## src/rtl/sd_spi_init_ctrl.sv

```systemverilog
// sd_spi_init_ctrl: SPI-mode SD card power-up and identification sequencer.
// Issues CMD0/CMD8/CMD55/ACMD41/CMD58 and reports card type or failure cause.
module sd_spi_init_ctrl #(
  parameter int CLK_DIV     = 100,
  parameter int INIT_CYCLES = 80,
  parameter int NCR_MAX     = 8,
  parameter int MAX_RETRY   = 1000
) (
  input  logic        input_clk,
  input  logic        input_rst_n,
  input  logic        start,
  input  logic        MISO_bit,
  output logic        sclk,
  output logic        CS_bit,
  output logic        MOSI_bit,
  output logic        busy,
  output logic        done,
  output logic        error,
  output logic [2:0]  err_code,
  output logic        card_hc,
  output logic        card_v2,
  output logic [15:0] response
);

  localparam logic [3:0] S_IDLE    = 4'd0;
  localparam logic [3:0] S_POWERUP = 4'd1;
  localparam logic [3:0] S_SEND    = 4'd2;
  localparam logic [3:0] S_WAIT_R1 = 4'd3;
  localparam logic [3:0] S_TAIL    = 4'd4;
  localparam logic [3:0] S_GAP     = 4'd5;
  localparam logic [3:0] S_EVAL    = 4'd6;
  localparam logic [3:0] S_DONE    = 4'd7;
  localparam logic [3:0] S_ERR     = 4'd8;

  localparam logic [2:0] C_CMD0   = 3'd0;
  localparam logic [2:0] C_CMD8   = 3'd1;
  localparam logic [2:0] C_CMD55  = 3'd2;
  localparam logic [2:0] C_ACMD41 = 3'd3;
  localparam logic [2:0] C_CMD58  = 3'd4;

  localparam logic [2:0] E_NONE  = 3'b000;
  localparam logic [2:0] E_NCR   = 3'b001;
  localparam logic [2:0] E_CMD0  = 3'b010;
  localparam logic [2:0] E_ECHO  = 3'b011;
  localparam logic [2:0] E_RETRY = 3'b100;
  localparam logic [2:0] E_R1    = 3'b101;

  localparam int NPOLL = NCR_MAX * 8;
  localparam int CW    = $clog2(INIT_CYCLES + NPOLL + 64);
  localparam int DW    = $clog2(CLK_DIV + 1);
  localparam int RW    = $clog2(MAX_RETRY + 1);

  logic [3:0]    state_q, state_d;
  logic [2:0]    cmd_q, cmd_d;
  logic [CW-1:0] cnt_q, cnt_d;
  logic [DW-1:0] div_q, div_d;
  logic [RW-1:0] retry_q, retry_d;
  logic          sclk_q, sclk_d;
  logic          cs_q, cs_d;
  logic          mosi_q, mosi_d;
  logic          miso_q, miso_d;
  logic          sb_q, sb_d;
  logic [7:0]    r1_q, r1_d;
  logic [31:0]   tail_q, tail_d;
  logic          busy_q, busy_d;
  logic          done_q, done_d;
  logic          error_q, error_d;
  logic [2:0]    code_q, code_d;
  logic          hc_q, hc_d;
  logic          v2_q, v2_d;
  logic [15:0]   resp_q, resp_d;

  logic          run;
  logic          tick;
  logic          rise;
  logic          fall;
  logic          quiet_d;
  logic          fail;
  logic          fin;
  logic [2:0]    fcode;
  logic [7:0]    r1_nx;
  logic [5:0]    bidx;
  logic [47:0]   frame;

  function automatic logic [47:0] frame_of(
    input logic [2:0] c,
    input logic       hcs
  );
    logic [47:0] f;
    f = 48'h400000000095;
    unique case (c)
      C_CMD0:   f = 48'h400000000095;
      C_CMD8:   f = 48'h48000001AA87;
      C_CMD55:  f = 48'h7700000000FF;
      C_ACMD41: f = {8'h69, 1'b0, hcs, 30'd0, 8'hFF};
      C_CMD58:  f = 48'h7A00000000FF;
      default:  f = 48'h400000000095;
    endcase
    return f;
  endfunction

  always_comb begin
    state_d = state_q;
    cmd_d   = cmd_q;
    cnt_d   = cnt_q;
    div_d   = div_q;
    retry_d = retry_q;
    sclk_d  = sclk_q;
    miso_d  = miso_q;
    sb_d    = sb_q;
    r1_d    = r1_q;
    tail_d  = tail_q;
    done_d  = done_q;
    error_d = error_q;
    code_d  = code_q;
    hc_d    = hc_q;
    v2_d    = v2_q;
    resp_d  = resp_q;
    fail    = 1'b0;
    fin     = 1'b0;
    fcode   = E_NONE;

    frame = frame_of(cmd_q, v2_q);
    r1_nx = {r1_q[6:0], miso_q};
    bidx  = 6'd47 - cnt_q[5:0];

    run  = (state_q == S_POWERUP) || (state_q == S_SEND) ||
           (state_q == S_WAIT_R1) || (state_q == S_TAIL) ||
           (state_q == S_GAP);
    tick = run && (div_q == DW'(CLK_DIV - 1));
    rise = tick && !sclk_q;
    fall = tick && sclk_q;

    if (run) begin
      div_d = tick ? '0 : div_q + 1'b1;
      if (tick) sclk_d = ~sclk_q;
    end
    if (rise) miso_d = MISO_bit;

    unique case (state_q)
      S_IDLE, S_DONE, S_ERR: begin
        sclk_d = 1'b0;
        if (start) begin
          state_d = S_POWERUP;
          cmd_d   = C_CMD0;
          cnt_d   = '0;
          div_d   = '0;
          retry_d = '0;
          sb_d    = 1'b0;
          done_d  = 1'b0;
          error_d = 1'b0;
          code_d  = E_NONE;
          hc_d    = 1'b0;
          v2_d    = 1'b0;
        end
      end
      S_POWERUP: if (fall) begin
        if (cnt_q == CW'(INIT_CYCLES - 1)) begin
          state_d = S_SEND;
          cnt_d   = '0;
        end else begin
          cnt_d = cnt_q + 1'b1;
        end
      end
      S_SEND: if (fall) begin
        if (cnt_q == CW'(47)) begin
          state_d = S_WAIT_R1;
          cnt_d   = '0;
          sb_d    = 1'b0;
        end else begin
          cnt_d = cnt_q + 1'b1;
        end
      end
      S_WAIT_R1: if (fall) begin
        if (!sb_q) begin
          // the first 0 seen on MISO is bit 7 of R1
          if (!miso_q) begin
            sb_d  = 1'b1;
            r1_d  = r1_nx;
            cnt_d = CW'(1);
          end else if (cnt_q == CW'(NPOLL - 1)) begin
            state_d = S_ERR;
            error_d = 1'b1;
            code_d  = E_NCR;
          end else begin
            cnt_d = cnt_q + 1'b1;
          end
        end else begin
          r1_d = r1_nx;
          if (cnt_q == CW'(7)) begin
            cnt_d = '0;
            if ((cmd_q == C_CMD58) ||
                ((cmd_q == C_CMD8) && (r1_nx == 8'h01)))
              state_d = S_TAIL;
            else
              state_d = S_EVAL;
          end else begin
            cnt_d = cnt_q + 1'b1;
          end
        end
      end
      S_TAIL: if (fall) begin
        tail_d = {tail_q[30:0], miso_q};
        if (cnt_q == CW'(31)) begin
          state_d = S_EVAL;
          cnt_d   = '0;
        end else begin
          cnt_d = cnt_q + 1'b1;
        end
      end
      S_EVAL: begin
        resp_d  = {frame[47:40], r1_q};
        state_d = S_GAP;
        cnt_d   = '0;
        unique case (cmd_q)
          C_CMD0: begin
            if (r1_q == 8'h01) cmd_d = C_CMD8;
            else begin fail = 1'b1; fcode = E_CMD0; end
          end
          C_CMD8: begin
            if (r1_q == 8'h01) begin
              if (tail_q[11:0] == 12'h1AA) begin
                v2_d  = 1'b1;
                cmd_d = C_CMD55;
              end else begin
                fail  = 1'b1;
                fcode = E_ECHO;
              end
            end else if (r1_q[2]) begin
              cmd_d = C_CMD55;
            end else begin
              fail  = 1'b1;
              fcode = E_R1;
            end
          end
          C_CMD55: begin
            if (r1_q[7:1] != 7'd0) begin
              fail  = 1'b1;
              fcode = E_R1;
            end else begin
              cmd_d = C_ACMD41;
            end
          end
          C_ACMD41: begin
            if (r1_q == 8'h00) begin
              if (v2_q) cmd_d = C_CMD58;
              else      fin   = 1'b1;
            end else if (r1_q == 8'h01) begin
              if (retry_q != RW'(MAX_RETRY))
                retry_d = retry_q + 1'b1;
              if (retry_q >= RW'(MAX_RETRY - 1)) begin
                fail  = 1'b1;
                fcode = E_RETRY;
              end else begin
                cmd_d = C_CMD55;
              end
            end else begin
              fail  = 1'b1;
              fcode = E_R1;
            end
          end
          C_CMD58: begin
            if (r1_q == 8'h00) begin
              hc_d = tail_q[30];
              fin  = 1'b1;
            end else begin
              fail  = 1'b1;
              fcode = E_R1;
            end
          end
          default: begin
            fail  = 1'b1;
            fcode = E_R1;
          end
        endcase
        if (fail) begin
          state_d = S_ERR;
          error_d = 1'b1;
          code_d  = fcode;
        end else if (fin) begin
          state_d = S_DONE;
          done_d  = 1'b1;
        end
      end
      S_GAP: if (fall) begin
        if (cnt_q == CW'(7)) begin
          state_d = S_SEND;
          cnt_d   = '0;
        end else begin
          cnt_d = cnt_q + 1'b1;
        end
      end
      default: state_d = S_IDLE;
    endcase

    // pins lag the state by one clock so MOSI moves just after SCLK falls
    quiet_d = (state_d == S_IDLE) || (state_d == S_DONE) ||
              (state_d == S_ERR);
    busy_d  = !quiet_d;
    cs_d    = 1'b1;
    mosi_d  = 1'b1;
    if (!quiet_d) begin
      cs_d   = !((state_q == S_SEND) || (state_q == S_WAIT_R1) ||
                 (state_q == S_TAIL));
      mosi_d = (state_q == S_SEND) ? frame[bidx] : 1'b1;
    end
  end

  always_ff @(posedge input_clk or negedge input_rst_n) begin
    if (!input_rst_n) begin
      state_q <= S_IDLE;
      cmd_q   <= C_CMD0;
      cnt_q   <= '0;
      div_q   <= '0;
      retry_q <= '0;
      sclk_q  <= 1'b0;
      cs_q    <= 1'b1;
      mosi_q  <= 1'b1;
      miso_q  <= 1'b1;
      sb_q    <= 1'b0;
      r1_q    <= 8'h00;
      tail_q  <= 32'h0;
      busy_q  <= 1'b0;
      done_q  <= 1'b0;
      error_q <= 1'b0;
      code_q  <= E_NONE;
      hc_q    <= 1'b0;
      v2_q    <= 1'b0;
      resp_q  <= 16'h0000;
    end else begin
      state_q <= state_d;
      cmd_q   <= cmd_d;
      cnt_q   <= cnt_d;
      div_q   <= div_d;
      retry_q <= retry_d;
      sclk_q  <= sclk_d;
      cs_q    <= cs_d;
      mosi_q  <= mosi_d;
      miso_q  <= miso_d;
      sb_q    <= sb_d;
      r1_q    <= r1_d;
      tail_q  <= tail_d;
      busy_q  <= busy_d;
      done_q  <= done_d;
      error_q <= error_d;
      code_q  <= code_d;
      hc_q    <= hc_d;
      v2_q    <= v2_d;
      resp_q  <= resp_d;
    end
  end

  assign sclk     = sclk_q;
  assign CS_bit   = cs_q;
  assign MOSI_bit = mosi_q;
  assign busy     = busy_q;
  assign done     = done_q;
  assign error    = error_q;
  assign err_code = code_q;
  assign card_hc  = hc_q;
  assign card_v2  = v2_q;
  assign response = resp_q;

endmodule

```

## config.mk

```make
export PLATFORM = sky130hd
export DESIGN_NAME = sd_spi_init_ctrl
export DESIGN_NICKNAME = d
export VERILOG_FILES = /design/src/rtl/sd_spi_init_ctrl.sv
export SDC_FILE = /design/constraint.sdc
export NUM_CORES = 1
export LEC_CHECK = 0
export CORE_MARGIN = 4
export CORE_UTILIZATION = 57
export CTS_CLUSTER_SIZE = 24
export DETAILED_ROUTE_END_ITERATION = 16
export GPL_TIMING_DRIVEN = 0
export PLACE_DENSITY = 0.77
export SKIP_LAST_GASP = 1
export SLEW_MARGIN = 10
export SYNTH_ARGS = -nofsm -noshare
export SYNTH_HDL_FRONTEND = slang
export SYNTH_SLANG_ARGS = --single-unit
```

## constraint.sdc

```tcl
create_clock -name input_clk -period 4.8 [get_ports input_clk]
set_input_delay 1.44 -clock input_clk [delete_from_list [all_inputs] [get_ports input_clk]]
set_output_delay 1.44 -clock input_clk [all_outputs]
set_load 0.01 [all_outputs]
```

==> flow_summary.json, run 1 <==
{
  "synthesis.area_mm2": 0.00520,
  "cellInternalPower_mw": 1.41,
  "cp-start-kind": "input port",
  "slew-limit-headroom": 0.490,
  "hold_violations": 0,
  "cts_tree": "done",
  "die_w_um": 104,
  "min_path_type": "reg2reg",
  "use_met3": 0.0410,
  "worst-setup-path-type": "in2reg",
  "critical-path-slowest-cell": "clkdlybuf4s50_1",
  "crit_required_ns": 5.06,
  "ff2ff_path_depth": 6,
  "met1_usage": 0.316,
  "use_met2": 0.329,
  "hold_buffers": 0,
  "power_switching_mw": 0.767,
  "routed_wl_mm": 11.4,
  "grt_max_degree": 58,
  "gp_congestion": 0.958,
  "ir_drop_mv": 0.260,
  "power_density_mw_per_mm2": 371,
  "ys_types": 78,
  "syn_to_final_growth_pct": 12.9,
  "root_buffer": "clkbuf_8",
  "setup_violations": 0,
  "die_h_um": 104,
  "syn_inst": 509,
  "tightest_slew_ns": 0.759,
  "crit_buf_inv": 1,
  "end_kind": "flip-flop",
  "period_share": 0.634,
  "p_leak_nw": 2.70,
  "antenna_found_initial": 0,
  "dieArea_mm2": 0.0107,
  "rows": 34,
  "cp_data_arrival_time_ns": 3.30,
  "grt_use_total": 0.215,
  "skew_ns": 0.00806,
  "slew_viol_final": 0,
  "drc": 0,
  "yosysWarnings": 0,
  "holdPathEnd": "response[5]",
  "insertion_delay_ns": 0.36,
  "hpwl_mm": 8.45,
  "htree_levels": 3,
  "synth.avg_cell_area_um2": 10.2,
  "synth_area_leaders": "dfrtp_1, mux2_2, nand2_1, nor2_1, o21ai_0",
  "path_cells": "clkdlybuf4s50_1 > and3b_1 > o21ai_0 > o31ai_1 > a211oi_2 > nand4_1 > o211a_1",
  "reg2reg_to": "err_code[0]",
  "p_comb_frac": 0.304,
  "fillers": 715,
  "p_clk_frac": 0.263,
  "drt_first_pass_iters": 5,
  "clk_path_buf_depth": 2,
  "multiInputGateArea_mm2": 0.00255,
  "yosysTopAreaCell": "dfrtp_1",
  "grt_pass1_vias": 3796,
  "clock.fmax_mhz": 329,
  "numCtsBuffers": 9,
  "fin_nets": 562,
  "final_util": 0.667,
  "core_area_mm2": 0.00881,
  "synthFlopType": "dfrtp_1",
  "wl_per_cell_um": 17.2,
  "critPathTopFamily": "compound AO/OA/AOI/OAI gates",
  "holdPathStages": 2,
  "ff2ff_setup_slack_ns": 2.40,
  "detail-route-antenna-nets": 0,
  "path_max_fanout": 7,
  "busiest_layer": "met2",
  "syn_nets": 521,
  "fin_crit_ns": 3.04,
  "seqCellArea_mm2": 0.00246,
  "grt_pass1_wl_mm": 19.1,
  "rsz0062_at_grt": "false",
  "switching_share": 0.353,
  "vias_per_cell": 6.13,
  "initial_utilization": 0.591,
  "clk_pin_slew_worst_paths_ns": 0.10,
  "yosys.area.top_type_share": 0.457,
  "fin_ws_ns": 1.76,
  "antenna_cells": 0,
  "hp-start": "response[5]",
  "drv_cap": 0,
  "total_power_mw": 2.18,
  "status": "finished, final reports clean",
  "post_cts_buffers": 0,
  "cts_resized": 0,
  "io_buffers": 29,
  "place_ws_ns": 1.42,
  "crit-reg2reg-launch": "state_q[3]",
  "vias": 4061,
  "synth.ff_latch_count": 98,
  "seqPwrFrac": 0.433,
  "synth_edf_count": 0,
  "synth-seq-area-share": 0.472,
  "drive_gt1_frac": 0.150,
  "cpPeakStageDelay_ns": 0.60,
  "drtIter0Drc": 251,
  "async_reset_ff_frac": 1.00,
  "io_pins": 31,
  "grt_overflow": 0,
  "cts.sinks": 98
}
routing by layer:
| layer | part of all wire | wire length [um] | up-vias |
|---|---|---|---|
| met1 | 0.47 | 5330 | 1978 |
| met2 | 0.46 | 5290 | 139 |
| met4 | 0.010 | 115 | 0 |
| met5 | 0 | 0 | - |
| met3 | 0.059 | 674 | 14 |
| li1 | - | - | 1930 |
Yosys cell counts (4+ instances only):
master / n
ha_1: 8
and3_1: 9
mux2_2: 27
buf_2: 5
o31ai_1: 6
nor3_1: 8
nand2_1: 56
a22o_1: 6
inv_1: 11
clkbuf_1: 13
o31a_1: 4
nor2b_1: 8
and2_1: 6
nand4_1: 12
nor2_1: 42
or2_2: 4
buf_4: 5
dfrtp_1: 95
or3_1: 5
a31oi_1: 9
mux2_1: 10
nor3b_1: 5
o2111ai_1: 4
nand2b_1: 5
xor2_1: 13
a21oi_1: 14
nand3_1: 13
o21ai_0: 26
o22ai_1: 4
power by group through the flow:
stage,sequential (mW),combinational (mW),clock [mW]
floorplan,0.960,0.443,0
global placement,0.954,0.637,0
detailed placement,0.958,0.649,0
CTS,0.942,0.652,0.585
global route,0.952,0.733,0.620
finish,0.943,0.660,0.572
cell families (layout without fill, tap and decap cells):
logic type	after synthesis	after routing	share of synthesized area
compound gates	104	104	0.140
flops	98	98	0.472
mux	40	40	0.0859
fa+ha+maj	8	8	0.0192
buf+inv	38	84	0.0368
xor+xnor	16	16	0.0269
simple gates	204	204	0.218
other cells	1	1	0.000721
cells in the final DEF (no fill, tap or decap), types with 4 or more instances in the layout:
cell and count:
o31a_1 4, o31ai_1 6, clkbuf_1 13, ha_1 8
and2_1 6, nor2b_1 8, o21ai_0 26, mux2_1 10
nor2_1 42, a21oi_1 14, or3_1 5, clkbuf_8 9
mux2_2 27, buf_2 5, xor2_1 13, o22ai_1 4
nand2_1 56, nor3b_1 5, clkdlybuf4s50_1 28, nand2b_1 5
buf_4 6, or2_2 4, o2111ai_1 4, dfrtp_1 95
nand4_1 12, nand3_1 13, a22o_1 6, inv_1 11
a31oi_1 9, nor3_1 8, and3_1 9
tightest hold or removal path, stage by stage (launching register included):
cell     delay (ns)
dfrtp_1        0.35
nand2_1        0.05
nand2_1        0.05
state kept, by name, summed over array words and instances (netlist names), 3 cells and up:
signal	flops
r1_q	8
div_q	7
response	14
err_code	3
state_q	4
tail_q	31
retry_q	10
cnt_q	8
cmd_q	3
stage by stage:
| stage | cell area, um2 | TNS, ns | hold slack [ns] | instances |
|---|---|---|---|---|
| floorplan | 5200 | 0 | 0.443 | 509 |
| global placement | 5630 | -118.61 | 0.451 | 646 |
| detailed placement | 5650 | 0 | 0.462 | 647 |
| CTS | 5870 | 0 | 0.485 | 663 |
| global route | 5870 | 0 | 0.500 | 663 |
| finish | 5870 | 0 | 0.479 | 663 |
layout make-up:
class	count	area share
Sequential cell	98	0.418
Clock inverter	7	0.0162
Multi-Input combinational cell	373	0.435
Inverter	11	0.00703
Clock buffer	9	0.0211
Timing Repair Buffer	30	0.0537
Tap cell	108	0.0230
Buffer	27	0.0256
worst max-delay path by stage:
| stage | to | start | cells past startpoint | slack (ns) |
|---|---|---|---|---|
| floorplan | cnt_q[3] | start | 6 | 2.32 |
| global placement | tail_q[19] | input_rst_n | 1 | -1.25 |
| detailed placement | busy | start | 7 | 1.42 |
| CTS | busy | start | 7 | 1.80 |
| global route | cnt_q[4] | start | 7 | 1.76 |
| finish | busy | start | 7 | 1.76 |
Note: power is estimated with default switching activity, not from simulation.
==> run 2, diff against run 1 <==
--- a/config.mk
+++ b/config.mk
@@ -6,11 +6,11 @@
 export NUM_CORES = 1
 export LEC_CHECK = 0
 export CORE_MARGIN = 4
-export CORE_UTILIZATION = 57
+export CORE_UTILIZATION = 54
 export CTS_CLUSTER_SIZE = 24
 export DETAILED_ROUTE_END_ITERATION = 16
 export GPL_TIMING_DRIVEN = 0
-export PLACE_DENSITY = 0.77
+export PLACE_DENSITY = 0.76
 export SKIP_LAST_GASP = 1
 export SLEW_MARGIN = 10
 export SYNTH_ARGS = -nofsm -noshare
==> constraint.sdc (replaced) <==
create_clock -name input_clk -period 2.55 [get_ports input_clk]
set_input_delay 0.765 -clock input_clk [delete_from_list [all_inputs] [get_ports input_clk]]
set_output_delay 0.765 -clock input_clk [all_outputs]
set_load 0.01 [all_outputs]
==> flow_summary.json, run 2 (synthesis results as in run 1) <==
{
  "status": "finished, final reports clean",
  "end_kind": "flip-flop",
  "p_leak_nw": 2.70,
  "clk_pin_slew_worst_paths_ns": 0.10,
  "cp-start-kind": "flip-flop",
  "clock.fmax_mhz": 417,
  "seqCellArea_mm2": 0.00246,
  "wl_per_cell_um": 16.7,
  "gp_congestion": 0.999,
  "numCtsBuffers": 9,
  "switching_share": 0.349,
  "drive_gt1_frac": 0.150,
  "regMostFlops": "tail_q",
  "cp_data_arrival_time_ns": 2.64,
  "drt_first_pass_iters": 4,
  "insertion_delay_ns": 0.37,
  "vias": 4040,
  "slew_viol_final": 0,
  "cellInternalPower_mw": 2.66,
  "post_cts_buffers": 0,
  "final.setup.tns_ns": 0,
  "drc": 0,
  "routed_wl_mm": 11.4,
  "multiInputGateArea_mm2": 0.00255,
  "grt_use_total": 0.206,
  "antenna_cells": 0,
  "die_w_um": 106,
  "cts_resized": 0,
  "vias_per_cell": 5.91,
  "hold-worst-slack_ns": 0.371,
  "final_common_cell": "dfrtp_1",
  "grt_pass1_vias": 3773,
  "final_cell_mix": "dfrtp_1, nand2_1, nor2_1",
  "rows": 35,
  "seqPwrFrac": 0.435,
  "antenna_found_initial": 0,
  "grt_max_degree": 59,
  "crit_required_ns": 2.80,
  "hold_violations": 0,
  "initial_utilization": 0.558,
  "ff2ff_setup_slack_ns": 0.15,
  "hpwl_mm": 8.20,
  "cts_tree": "done",
  "largest_reg_flops": 31,
  "drv_cap": 0,
  "tightest_slew_ns": 0.799,
  "min_path_type": "in2async",
  "fin_crit_ns": 2.40,
  "total_power_mw": 4.09,
  "detail-route-antenna-nets": 0,
  "root_buffer": "clkbuf_8",
  "dieArea_mm2": 0.0113,
  "dp_cells": 668,
  "die_h_um": 106,
  "path_max_fanout": 10,
  "skew_ns": 0.0140,
  "core_area_mm2": 0.00933,
  "cts.sinks": 98,
  "reg2reg_to": "tail_q[2]",
  "grt_overflow": 0,
  "slew-limit-headroom": 0.462,
  "period_share": 0.940,
  "htree_levels": 3,
  "fillers": 773,
  "p_clk_frac": 0.262,
  "fin_nets": 562,
  "rsz0062_at_grt": "false",
  "worst-setup-path-type": "reg2reg",
  "syn_to_final_growth_pct": 13.2,
  "power_density_mw_per_mm2": 694,
  "ir_drop_mv": 0.338,
  "setup_violations": 0,
  "final_util": 0.631,
  "hold_buffers": 0,
  "ff2ff_path_depth": 7,
  "io_pins": 31,
  "crit-reg2reg-launch": "state_q[2]",
  "p_comb_frac": 0.304,
  "io_buffers": 29,
  "drtIter0Drc": 181,
  "grt_pass1_wl_mm": 18.9,
  "clk_path_buf_depth": 2,
  "instances_no_fill": 684,
  "power_switching_mw": 1.43
}
run 2: cell count changes in the layout (fill, tap and decap cells not counted):
cell	before	now
clkinv_4	0	1
clkbuf_8	9	10
inv_8	3	1
clkinv_8	1	0
clkinv_2	0	1
clkinvlp_4	2	1
inv_6	0	1
run 2: worst max-delay path by stage:
stage	from	endpoint	slack [ns]
finish	state_q[2]	tail_q[2]	0.15
detailed placement	start	busy	-0.19
global placement	input_rst_n	tail_q[27]	-2.80
floorplan	cnt_q[0]	error	0.51
CTS	cnt_q[0]	error	0.18
global route	state_q[2]	tail_q[19]	0.03
run 2: layer usage:
layer  vias to the layer above  GRT usage  routed length (um)
li1                       1935          -                   -
met1                      1968      0.290                5230
met2                       120      0.332                5480
met3                        17     0.0322                 536
met4                         0     0.0574                 169
met5                         -          0                   0
run 2: metrics by stage:
stage | worst slack, ns | area (um2)
after floorplan | 0.514 | 5200
after detailed placement | -0.192 | 5680
after global placement | -2.80 | 5650
after CTS | 0.185 | 5890
after global routing | 0.0321 | 5890
final | 0.153 | 5890
run 2: layout make-up:
type / instances / area share
Multi-Input combinational cell: 373 / 0.434
Tap cell: 129 / 0.0274
Clock buffer: 10 / 0.0234
Clock inverter: 6 / 0.0121
Sequential cell: 98 / 0.417
Timing Repair Buffer: 30 / 0.0536
Buffer: 27 / 0.0255
Inverter: 11 / 0.00701
run 2: worst max-delay path, stage by stage (launching register included):
cell	delay [ns]
dfrtp_1	0.37
buf_2	0.18
a21oi_1	0.21
nand3_1	0.25
or2_1	0.35
nor3_4	0.31
buf_4	0.26
mux2_1	0.34
run 2: power by group through the flow:
stage               clock (mW)  combinational (mW)  sequential, mW
finish                    1.07                1.24            1.78
global route              1.17                1.37            1.79
CTS                       1.09                1.23            1.78
floorplan                    0               0.834            1.81
global placement             0                1.19            1.80
detailed placement           0                1.22            1.80
